**src/rtl/suprloco_video_timing.sv**
```systemverilog
// rtl/suprloco_video_timing.sv - pixel clock enable, raster counters and re-timed blanked video output
//
// Purpose:
//   Divides the 40 MHz master clock into a 1-in-8 pixel clock enable, runs the
//   H/V raster counters that drive the layer/palette fetch pipeline, and
//   re-times the palette RGB into blanked video. Enable and sync are delayed
//   to line up with the RGB coming back from the pipeline.
//
// Ports:
//   i_EMU_MCLK     master clock (only clock)
//   i_EMU_SRST     synchronous active-high reset
//   o_VIDEO_CEN    pixel clock enable, one MCLK in eight
//   o_HCOUNT       horizontal raster count to the fetch pipeline
//   o_VCOUNT       vertical raster count to the fetch pipeline
//   o_HBLANK       undelayed horizontal blank
//   o_VBLANK       undelayed vertical blank
//   o_FRAME_START  high for the CEN period at hcount=0, vcount=0
//   i_PIXEL_RGB    {R,G,B} from the palette, PIPE_DELAY CENs behind its counters
//   o_VIDEO_EN     delayed active-video flag
//   o_VIDEO_R/G/B  blanked colour components
//   o_HSYNC_n      delayed active-low hsync
//   o_VSYNC_n      delayed active-low vsync
//   i_FLIP         screen flip request (only with SUPRLOCO_FLIPSCREEN_EN)
//
// Build option:
//   SUPRLOCO_FLIPSCREEN_EN - adds i_FLIP; mirrors the published counters.

module suprloco_video_timing #(
  parameter int HTOTAL      = 320,
  parameter int HACTIVE     = 256,
  parameter int HSYNC_START = 280,
  parameter int HSYNC_LEN   = 24,
  parameter int VTOTAL      = 262,
  parameter int VACTIVE     = 224,
  parameter int VSYNC_START = 234,
  parameter int VSYNC_LEN   = 3,
  parameter int PIPE_DELAY  = 3
) (
  input  logic       i_EMU_MCLK,
  input  logic       i_EMU_SRST,
`ifdef SUPRLOCO_FLIPSCREEN_EN
  input  logic       i_FLIP,
`endif
  output logic       o_VIDEO_CEN,
  output logic [8:0] o_HCOUNT,
  output logic [8:0] o_VCOUNT,
  output logic       o_HBLANK,
  output logic       o_VBLANK,
  output logic       o_FRAME_START,
  input  logic [8:0] i_PIXEL_RGB,
  output logic       o_VIDEO_EN,
  output logic [2:0] o_VIDEO_R,
  output logic [2:0] o_VIDEO_G,
  output logic [2:0] o_VIDEO_B,
  output logic       o_HSYNC_n,
  output logic       o_VSYNC_n
);

  generate
    if (HTOTAL > 512 || VTOTAL > 512 || HACTIVE < 1 || VACTIVE < 1 ||
        HACTIVE >= HTOTAL || VACTIVE >= VTOTAL ||
        HSYNC_LEN < 1 || VSYNC_LEN < 1 ||
        HSYNC_START + HSYNC_LEN > HTOTAL || VSYNC_START + VSYNC_LEN > VTOTAL ||
        PIPE_DELAY < 1 || PIPE_DELAY > 8) begin : g_bad_params
      $error("suprloco_video_timing: raster parameters out of range");
    end
  endgenerate

  // Comparisons are done on 10 bits so a sync window ending at 512 still fits.
  localparam logic [9:0] H_TOTAL_M1 = 10'(HTOTAL - 1);
  localparam logic [9:0] H_ACTIVE   = 10'(HACTIVE);
  localparam logic [9:0] HS_START   = 10'(HSYNC_START);
  localparam logic [9:0] HS_END     = 10'(HSYNC_START + HSYNC_LEN);
  localparam logic [9:0] V_TOTAL_M1 = 10'(VTOTAL - 1);
  localparam logic [9:0] V_ACTIVE   = 10'(VACTIVE);
  localparam logic [9:0] VS_START   = 10'(VSYNC_START);
  localparam logic [9:0] VS_END     = 10'(VSYNC_START + VSYNC_LEN);
  localparam logic [8:0] H_RESET    = 9'(HACTIVE);
  localparam logic [8:0] V_RESET    = 9'(VTOTAL - 1);

  logic [2:0] div_q;
  logic       cen;
  logic [8:0] hcount_q, hcount_d;
  logic [8:0] vcount_q, vcount_d;
  logic [9:0] h_ext, v_ext;
  logic       h_act, v_act, active, hsync, vsync;
  logic [2:0] dly_q [PIPE_DELAY];
  logic [2:0] dly_out;
  logic       video_en_q;
  logic [8:0] rgb_q;
  logic       hsync_n_q, vsync_n_q;

  always_ff @(posedge i_EMU_MCLK) begin
    if (i_EMU_SRST) div_q <= 3'd0;
    else            div_q <= div_q + 3'd1;
  end

  assign cen = (div_q == 3'd7);

  always_comb begin
    hcount_d = hcount_q;
    vcount_d = vcount_q;
    if (cen) begin
      if ({1'b0, hcount_q} == H_TOTAL_M1) begin
        hcount_d = 9'd0;
        if ({1'b0, vcount_q} == V_TOTAL_M1) vcount_d = 9'd0;
        else                                 vcount_d = vcount_q + 9'd1;
      end else begin
        hcount_d = hcount_q + 9'd1;
      end
    end
  end

  // Counters come out of reset in the last line's blanking so the first
  // visible pixel after reset is line 0, pixel 0.
  always_ff @(posedge i_EMU_MCLK) begin
    if (i_EMU_SRST) begin
      hcount_q <= H_RESET;
      vcount_q <= V_RESET;
    end else begin
      hcount_q <= hcount_d;
      vcount_q <= vcount_d;
    end
  end

  assign h_ext  = {1'b0, hcount_q};
  assign v_ext  = {1'b0, vcount_q};
  assign h_act  = (h_ext < H_ACTIVE);
  assign v_act  = (v_ext < V_ACTIVE);
  assign active = h_act && v_act;
  assign hsync  = (h_ext >= HS_START) && (h_ext < HS_END);
  assign vsync  = (v_ext >= VS_START) && (v_ext < VS_END);

  // Delay line matches enable/sync to the palette pipeline latency.
  always_ff @(posedge i_EMU_MCLK) begin
    if (i_EMU_SRST) begin
      for (int i = 0; i < PIPE_DELAY; i++) dly_q[i] <= 3'b000;
    end else if (cen) begin
      dly_q[0] <= {active, hsync, vsync};
      for (int i = 1; i < PIPE_DELAY; i++) dly_q[i] <= dly_q[i-1];
    end
  end

  assign dly_out = dly_q[PIPE_DELAY-1];

  always_ff @(posedge i_EMU_MCLK) begin
    if (i_EMU_SRST) begin
      video_en_q <= 1'b0;
      rgb_q      <= 9'd0;
      hsync_n_q  <= 1'b1;
      vsync_n_q  <= 1'b1;
    end else if (cen) begin
      video_en_q <= dly_out[2];
      rgb_q      <= dly_out[2] ? i_PIXEL_RGB : 9'd0;
      hsync_n_q  <= ~dly_out[1];
      vsync_n_q  <= ~dly_out[0];
    end
  end

`ifdef SUPRLOCO_FLIPSCREEN_EN
  localparam logic [8:0] H_ACT_M1 = 9'(HACTIVE - 1);
  localparam logic [8:0] V_ACT_M1 = 9'(VACTIVE - 1);
  logic flip_q;

  // Latched on the edge that enters the frame-start period, so the flip
  // already applies to pixel 0 of line 0 and never changes mid-frame.
  always_ff @(posedge i_EMU_MCLK) begin
    if (i_EMU_SRST)                                       flip_q <= 1'b0;
    else if (cen && hcount_d == 9'd0 && vcount_d == 9'd0) flip_q <= i_FLIP;
  end

  always_comb begin
    o_HCOUNT = hcount_q;
    o_VCOUNT = vcount_q;
    if (flip_q && active) o_HCOUNT = H_ACT_M1 - hcount_q;
    if (flip_q && v_act)  o_VCOUNT = V_ACT_M1 - vcount_q;
  end
`else
  assign o_HCOUNT = hcount_q;
  assign o_VCOUNT = vcount_q;
`endif

  assign o_VIDEO_CEN   = cen;
  assign o_HBLANK      = ~h_act;
  assign o_VBLANK      = ~v_act;
  assign o_FRAME_START = (hcount_q == 9'd0) && (vcount_q == 9'd0);
  assign o_VIDEO_EN    = video_en_q;
  assign o_VIDEO_R     = rgb_q[8:6];
  assign o_VIDEO_G     = rgb_q[5:3];
  assign o_VIDEO_B     = rgb_q[2:0];
  assign o_HSYNC_n     = hsync_n_q;
  assign o_VSYNC_n     = vsync_n_q;

endmodule

```
**config.mk**
```make
export PLATFORM = sky130hd
export DESIGN_NAME = suprloco_video_timing
export DESIGN_NICKNAME = d
export VERILOG_FILES = /design/src/rtl/suprloco_video_timing.sv
export SDC_FILE = /design/constraint.sdc
export NUM_CORES = 1
export LEC_CHECK = 0
export CAP_MARGIN = 30
export CORE_UTILIZATION = 40
export DETAILED_ROUTE_END_ITERATION = 7
export GPL_ROUTABILITY_DRIVEN = 1
export GPL_TIMING_DRIVEN = 0
export PLACE_DENSITY = 0.69
export SLEW_MARGIN = 20
export SYNTH_ARGS = -nofsm -noshare
export SYNTH_HDL_FRONTEND = slang
export SYNTH_SLANG_ARGS = --single-unit
```
**constraint.sdc**
```tcl
create_clock -name i_EMU_MCLK -period 5.1 [get_ports i_EMU_MCLK]
set_input_delay 1.02 -clock i_EMU_MCLK [delete_from_list [all_inputs] [get_ports i_EMU_MCLK]]
set_output_delay 1.02 -clock i_EMU_MCLK [all_outputs]
set_load 0.005 [all_outputs]
```
==> results_dict.tcl <==
set metrics [dict create \
    io_buffers 43 \
    holdPathEnd "div_q[0]" \
    wl_um 4120 \
    synth_top_cells_by_count "dfxtp_1, nor2_1, a21oi_1" \
    fin_crit_sh_pct 58.4 \
    netlist_area_mm2 0.00187 \
    cts_tree "built" \
    clockBufferDepth 2 \
    fin_skew_ps 6.53 \
    cts_setup_buffers 0 \
    htree_num_levels 2 \
    num_rows 24 \
    drive_gt1_share_pct 5.74 \
    drc 0 \
    gp_congestion 0.849 \
    yosys.area.top_type "dfxtp_1" \
    ys_types 39 \
    dr.pass1.iters 4 \
    whs_ps 427 \
    cp-start-kind "register" \
    async_flop_share_pct 0 \
    clk-insertion-delay-late_ps 290 \
    path_clk_slew_ps 80 \
    endpoint_kind "output pin" \
    reg2reg_from "div_q[0]" \
    synth-seq-area-share_pct 49.8 \
    fin_tns_setup_ps 0 \
    grt_pass1_vias 1475 \
    min_path_cells 1 \
    rsz0062_at_grt "false" \
    via_per_inst 5.32 \
    drv_cap 0 \
    cts_buffers 5 \
    synthToLayoutAreaGrowth_pct 32.4 \
    ff2ff_path_depth 8 \
    fin_area_mm2 0.00248 \
    synth_nets 211 \
    synth_ff_type "dfxtp_1" \
    yosysMostFrequentCell "dfxtp_1" \
    cts_sinks 42 \
    r2r_end "o_VCOUNT[7]" \
    cts_root_buf "clkbuf_8" \
    status "finished clean" \
    place_area_mm2 0.00237 \
    start_util_pct 42.4 \
    synthTopCellsByArea "dfxtp_1, edfxtp_1, ha_1" \
    die_height_um 70.4 \
    worst_ep_required_time_ps 4080 \
    antenna_cells 0 \
    synthCells 193 \
    post-route-min-period_ps 2980 \
    core_mm2 0.00441 \
    io_pins 45 \
    grt_overflow_total 0 \
    synth_edf_count 9 \
    hold_class "register to register" \
    reg2reg_setup_slack_ps 3040 \
    path_cells "inv_1 -> ha_1 -> nor4b_1 -> and4_1 -> clkdlybuf4s50_1" \
    max_slew_margin_pct 60.5 \
    worstPathMaxFanout 4 \
    grt_usage_pct 18.0 \
    yosys_warnings 0 \
    power_uw 626 \
    post-route-util_pct 56.1 \
    vias 1576 \
    first_iter_violations 132 \
    ir_drop_uv 156 \
    final_nets 261 \
    setup_viol 0 \
    ant_nets 0 \
    tightest_slew_ps 591 \
    maxSlewViolCount 0 \
    hpwl_um 2800 \
    timing.fmax_mhz 336 \
    cp_slowest_cell "clkdlybuf4s50_1" \
    cts.repair.resized 0 \
    grt_start_max_net_pins 14 \
    max_stage_delay_ps 510 \
    worst-endpoint-arrival_ps 1960 \
    worstSetupPathType "register to output pin" \
    nFillCells 429 \
    grt_pass1_wl_um 7080 \
    die_x_um 70.4 \
    p_per_area_mw_per_mm2 253 \
    antenna_found_initial 0 \
    die_area_mm2 0.00495 \
    wire_per_inst_um 13.9 \
    ys_ff_latch 42 \
    min-delay-start "div_q[0]" \
    hold_viol 0 \
    postCtsHoldBufs 0 \
    syn_area_per_cell_um2 9.69 \
    synth_top_area_share_pct 35.3 \
    leakage_nw 0.910 \
]
-- cell families after synthesis --
logic type	after synthesis	share of synthesized area [%]
compound gates	35	11.9
xor+xnor	5	2.34
fa+ha+maj	7	4.68
buf+inv	17	3.75
flops	42	49.8
mux	4	2.14
simple gates	83	25.4
-- worst max-delay path: cells and delay by family (launching register included) --
family / cells / cell delay, ps
simple gates: 2 / 550
buf+inv: 2 / 610
flops: 1 / 350
fa+ha+maj: 1 / 160
-- cells in the final DEF (no fill, tap or decap), types with 5 or more instances in the layout --
cell | netlist | final
nand3_1 | 6 | 6
and2_1 | 9 | 9
nor2_1 | 22 | 22
o21ai_0 | 8 | 8
inv_1 | 7 | 7
ha_1 | 7 | 7
nand2_1 | 8 | 8
clkbuf_1 | 7 | 8
a22oi_1 | 9 | 9
clkdlybuf4s50_1 | 0 | 43
clkbuf_8 | 0 | 5
edfxtp_1 | 9 | 9
dfxtp_1 | 33 | 33
and3_1 | 8 | 8
a21oi_1 | 10 | 10
-- worst max path at each step --
| stage | start | end | slack (ps) | cells past startpoint |
|---|---|---|---|---|
| final | o_HCOUNT[0] | o_FRAME_START | 2120 | 5 |
| after detailed placement | o_HCOUNT[0] | o_FRAME_START | 2500 | 5 |
| after global routing | o_HCOUNT[0] | o_FRAME_START | 2030 | 5 |
| after global placement | o_HCOUNT[0] | o_FRAME_START | 2480 | 5 |
| after CTS | o_HCOUNT[0] | o_FRAME_START | 2120 | 5 |
| after floorplan | o_VCOUNT[0] | o_FRAME_START | 3090 | 4 |
-- layout make-up --
class | instances | area [um^2] | share of cell area (%)
Tap cell | 52 | 65.1 | 2.63
Sequential cell | 42 | 931 | 37.6
Clock inverter | 2 | 37.5 | 1.52
Multi-Input combinational cell | 134 | 870 | 35.1
Clock buffer | 6 | 72.6 | 2.93
Timing Repair Buffer | 43 | 430 | 17.4
Buffer | 10 | 43.8 | 1.77
Inverter | 7 | 26.3 | 1.06
-- metal layers --
layer / up-vias / wire (um) / part of all wire [%] / GRT usage (%)
met5: - / 0 / 0 / 0
met4: 0 / 42 / 1.0 / 5.33
met3: 5 / 160 / 3.9 / 3.90
met2: 38 / 1880 / 46 / 27.6
met1: 743 / 2040 / 50 / 25.3
li1: 790 / - / - / -
-- flip-flops by register name, indices dropped and copies added, names as in the netlist --
register and count:
o_HSYNC_n 1, dly_q 9, div_q 3, o_VCOUNT 9, o_VSYNC_n 1, o_VIDEO_EN 1, o_HCOUNT 9, rgb_q 9
-- report_power, final --
group,total (mW),internal [mW],switching [mW]
Combinational,0.0191,0.00981,0.00932
Sequential,0.345,0.343,0.00137
Clock,0.262,0.146,0.116
Total,0.626,0.499,0.127
-- per-stage QoR --
stage,instances,worst slack [ps]
2_1_floorplan,193,3090
3_5_place_dp,288,2500
5_1_grt,296,2030
4_1_cts,296,2120
6_report,296,2120
3_3_place_gp,288,2480
Note: power is estimated with default switching activity, not from simulation.
